<file path="config.mk">
export PLATFORM = sky130hd
export DESIGN_NAME = serial_add_ctrl
export DESIGN_NICKNAME = d
export VERILOG_FILES = /design/src/rtl/serial_add_ctrl.sv
export SDC_FILE = /design/constraint.sdc
export NUM_CORES = 1
export LEC_CHECK = 0
export CAP_MARGIN = 20
export CORE_MARGIN = 2
export CORE_UTILIZATION = 57
export DETAILED_ROUTE_END_ITERATION = 12
export PLACE_DENSITY = 0.83
export SYNTH_ARGS = -nofsm -noshare
export SYNTH_HDL_FRONTEND = slang
export SYNTH_SLANG_ARGS = --single-unit
</file>
<file path="constraint.sdc">
create_clock -name clk -period 7.1 [get_ports clk]
set_input_delay 2.13 -clock clk [delete_from_list [all_inputs] [get_ports clk]]
set_output_delay 2.13 -clock clk [all_outputs]
set_load 0.05 [all_outputs]
</file>
<file path="src/rtl/serial_add_ctrl.sv">
// Serial adder controller: adds two W-bit operands one nibble per clock
// through a single shared 4-bit adder, then presents {co,sum} with a done pulse.
module serial_add_ctrl #(
  parameter int NIBBLES = 4
) (
  input  logic                 clk,
  input  logic                 rst,
  input  logic                 start,
  input  logic [4*NIBBLES-1:0] a,
  input  logic [4*NIBBLES-1:0] b,
  output logic                 busy,
  output logic                 done,
  output logic [4*NIBBLES-1:0] sum,
  output logic                 co
);

  localparam int W  = 4 * NIBBLES;
  localparam int KW = $clog2(NIBBLES);
  localparam logic [KW-1:0] K_LAST = KW'(NIBBLES - 1);

  typedef enum logic [1:0] {IDLE, RUN, DONE} state_t;

  state_t        state;
  logic [KW-1:0] k;
  logic          carry;
  logic [W-1:0]  op_a;
  logic [W-1:0]  op_b;
  logic [W-1:0]  work;
  logic [W-1:0]  work_next;
  logic [3:0]    nib_a;
  logic [3:0]    nib_b;
  logic [4:0]    nib_sum;

  // The one nibble adder; the working register with nibble k replaced feeds
  // both the RUN update and the final sum capture.
  always_comb begin
    // NOTE: every combinational output gets a default before any partial
    // overwrite, so no path leaves it unassigned and no latch is inferred.
    work_next = work;
    nib_a     = op_a[{k, 2'b00} +: 4];
    nib_b     = op_b[{k, 2'b00} +: 4];
    nib_sum   = {1'b0, nib_a} + {1'b0, nib_b} + {4'b0000, carry};
    work_next[{k, 2'b00} +: 4] = nib_sum[3:0];
  end

  // NOTE: state is updated with non-blocking assignments so every register
  // samples pre-edge values, independent of statement order.
  always_ff @(posedge clk) begin
    if (rst) begin
      state <= IDLE;
      k     <= '0;
      carry <= 1'b0;
      op_a  <= '0;
      op_b  <= '0;
      work  <= '0;
      sum   <= '0;
      co    <= 1'b0;
      busy  <= 1'b0;
      done  <= 1'b0;
    end else begin
      case (state)
        IDLE: begin
          if (start) begin
            op_a  <= a;
            op_b  <= b;
            k     <= '0;
            carry <= 1'b0;
            busy  <= 1'b1;
            state <= RUN;
          end
        end
        RUN: begin
          work  <= work_next;
          carry <= nib_sum[4];
          k     <= k + KW'(1);
          if (k == K_LAST) begin
            sum   <= work_next;
            co    <= nib_sum[4];
            busy  <= 1'b0;
            done  <= 1'b1;
            state <= DONE;
          end
        end
        DONE: begin
          done <= 1'b0;
          // Back-to-back: a start seen during the done cycle skips IDLE.
          if (start) begin
            op_a  <= a;
            op_b  <= b;
            k     <= '0;
            carry <= 1'b0;
            busy  <= 1'b1;
            state <= RUN;
          end else begin
            state <= IDLE;
          end
        end
        default: begin
          busy  <= 1'b0;
          done  <= 1'b0;
          state <= IDLE;
        end
      endcase
    end
  end

endmodule
</file>
==> metrics.md <==
| Metric | Value |
|---|---|
| Status | `complete, no violations` |
| Synthesis-stage register bit count | `72` |
| Top Family by Delay on Critical Path | `buffers and inverters` |
| Layout Nets | `451` |
| Hold WS | `0.453 ns` |
| TritonCTS Buffers | `9` |
| Area of all placed cells without fillers | `3880 um2` |
| Clock Skew | `between 0.008 and 0.009 ns` |
| CP arrival | `roughly 1.5 ns` |
| YS warnings | `0` |
| Chip height | `78.7 um` |
| CTS resizes | `0` |
| Total negative setup slack | `0 ns` |
| End-of-flow core utilization | `0.714` |
| VDD IR max | `0.156 mV` |
| Highest routed layer | `met4` |
| Actual slew at the worst max-slew pin | `0.945 ns` |
| Vias per cell | `about 5.5` |
| Synth unique cells | `41` |
| R2R depth | `8` |
| Root buffer cell | `clkbuf_8` |
| Post-synthesis instance total | `362` |
| Placement Cell Area | `3710 um2` |
| Count leader, synth | `nand2_1` |
| Htree depth | `3` |
| Synth-to-Final Area Change | `22.3%` |
| Mean Syn Cell Area | `8.78 um2` |
| Min Tclk post-route | `~3.6 ns` |
| Core area | `5440 um2` |
| Clock latency on the worst-skew pair | `0.35 ns` |
| Slew Limit Fails | `0` |
| Metal2 WL | `3300 um` |
| Mapped Nets | `slightly above 400` |
| Total gr overflow | `0` |
| Worst-case clock buffer depth | `2` |
| Placement Setup Slack | `3.15 ns` |
| Final setup vio count | `0` |
| Max-cap viol count | `0` |
| Share of layout cells above drive strength 1 | `0.100` |
| Register area | `1440 um2` |
| Hold EP | `op_b[1]` |
| Async S/R FF share, synth | `0` |
| Synth Cell Area | `3180 um2` |
| EDFF count, synth | `0` |
| Clk sinks | `72` |
| Worst min path class | `reg2reg` |
| Count of boundary I/O pins | `54` |
| Gr usage total | `0.231` |
| PortBufs | `53` |
| Vias in the first global route | `2,562` |
| Top post-synthesis cells by count | `nand2_1 (79), dfxtp_1 (72), a21oi_1 (41)` |
| Reg2reg start | `k[0]` |
| Post-CTS Setup Inserts | `0` |
| Cell accounting for the most synthesized area | `dfxtp_1` |
| CP cell instances | `clkdlybuf4s50_1` |
| Antenna violations before repair | `0` |
| Die Area | `just over 6000 um2` |
| Post-cts hold buffer count | `0` |
| CP Class | `reg2out` |
| Final WS setup | `roughly 3.5 ns` |
| Fillers | `about 460` |
| Min-Delay Path Depth | `2` |
| Largest cells by area after synthesis | `dfxtp_1 (45%), nand2_1 (9.3%), a21oi_1 (6.5%)` |
| DRT Pass-1 Iters | `5` |
| Row count | `27` |
| Cell area power density | `between 200 and 250 nW/um2` |
| DIE WIDTH | `approximately 80 um` |
| Hold Fails Final Rpt | `0` |
| Critical Path RT | `4.97 ns` |
| CTS tree | `yes` |
| Ys flop type | `dfxtp_1` |
| Gpl congestion | `0.874` |
| Met1 Routed Length | `2830 um` |
| Slew Limit Headroom | `0.367` |
| Multi-input gate area | `1580 um2` |
| WL met3 | `260 um` |
| Placed cells | `approximately 470` |
| Startpoint Class | `flip-flop` |
| Ant. Diodes | `0` |
| Buffers and inverters on the worst path | `1` |
| R2r endpoint | `work[9]` |
| Violation count after the first detailed-route iteration | `170` |
| Leak Pwr | `around 1.4 nW` |
| Final antenna-violating net count | `0` |
| Final period util | `0.509` |
| Sequential-to-total area share from yosys stat | `0.454` |
| Max Fanout on Critical Path | `2` |
| CP max stage delay | `0.80 ns` |
| # DRC | `0` |
| Hpwl dp | `approximately 4500 um` |
| Unrepaired setup endpoints after global routing | `no` |
| Setup crit end kind | `output port` |
| Clock-pin transition on the worst setup and hold timing paths | `0.08 ns` |
| CP max-delay cell | `clkdlybuf4s50_1` |
| Top achievable clock speed | `between 200 and 300 MHz` |
| Pin count of the biggest net entering global routing | `between 70 and 80` |
| Yosys top cell area share | `0.454` |
| Min-delay src | `op_b[1]` |
| Per-cell routed wire length | `13.7 um` |
| Finished Layout Cells | `482` |
| Final wirelength | `approximately 6600 um` |
| R2R Setup Slk | `4.11 ns` |
| DR vias | `2,657` |
| Final Power | `828 uW` |
| Initial Util | `0.584` |
| First-pass GRT wire length | `11,200 um` |
-- area by class of cell --
cell class,count,share of cell area
multi-input cells,255,0.408
flip-flops and latches,72,0.371
repair buffers,57,0.146
clock buffers,12,0.0374
well taps,72,0.0232
inverters,10,0.00966
clock inverters,4,0.00515
-- metal layers --
layer,vias to the layer above,global-route usage
li1,1339,-
met1,1229,0.268
met2,70,0.392
met3,19,0.0425
met4,0,0.142
met5,-,0
-- worst max path at each step --
stage	from	end	slack, ns	depth (start not counted)
global placement	start	k[1]	2.95	5
floorplan	start	op_a[10]	4.13	5
CTS	sum[3]	sum[3]	3.47	1
finish	sum[3]	sum[3]	3.49	1
detailed placement	start	state[0]	3.15	4
global route	sum[0]	sum[0]	3.44	1
-- sequential cells by signal, indices dropped and copies added, names as in the netlist --
register	cells
k	2
co	1
op_b	16
done	1
sum	16
busy	1
carry	1
work	16
op_a	16
state	2
-- kinds of logic after synthesis --
kind of cell    synth area share
simple gates               0.216
buf+inv                   0.0496
mux                       0.0567
fa+ha+maj                 0.0481
flops                      0.454
compound gates             0.173
xor+xnor                 0.00276
-- cells in the final DEF, fill, tap and decap left out, types with 2 or more instances in the layout --
cell type	synthesis	final
a211oi_1	13	13
a211oi_2	3	3
a21oi_1	41	41
a221oi_1	6	6
a22oi_1	5	5
a31oi_1	2	2
a32oi_1	6	6
and2_1	2	2
and3_2	2	2
buf_4	2	2
clkbuf_1	18	2
clkbuf_8	0	10
clkdlybuf4s50_1	0	52
clkinv_2	0	4
dfxtp_1	72	72
fa_1	2	2
ha_1	9	9
inv_1	9	9
mux4_2	8	8
nand2_1	79	79
nand2b_1	3	3
nand3b_1	3	3
nor2_1	36	36
nor2b_1	7	5
nor2b_2	0	2
nor3_1	8	8
o21ai_0	5	5
-- where the power goes --
part / switching (mW) / total [mW] / internal, mW / leakage, nW
Combinational: 0.0653 / 0.117 / 0.0521 / 0.717
Sequential: 0.0111 / 0.432 / 0.421 / 0.587
Clock: 0.144 / 0.278 / 0.134 / 0.0899
Note: power is estimated with default switching activity, not from simulation.
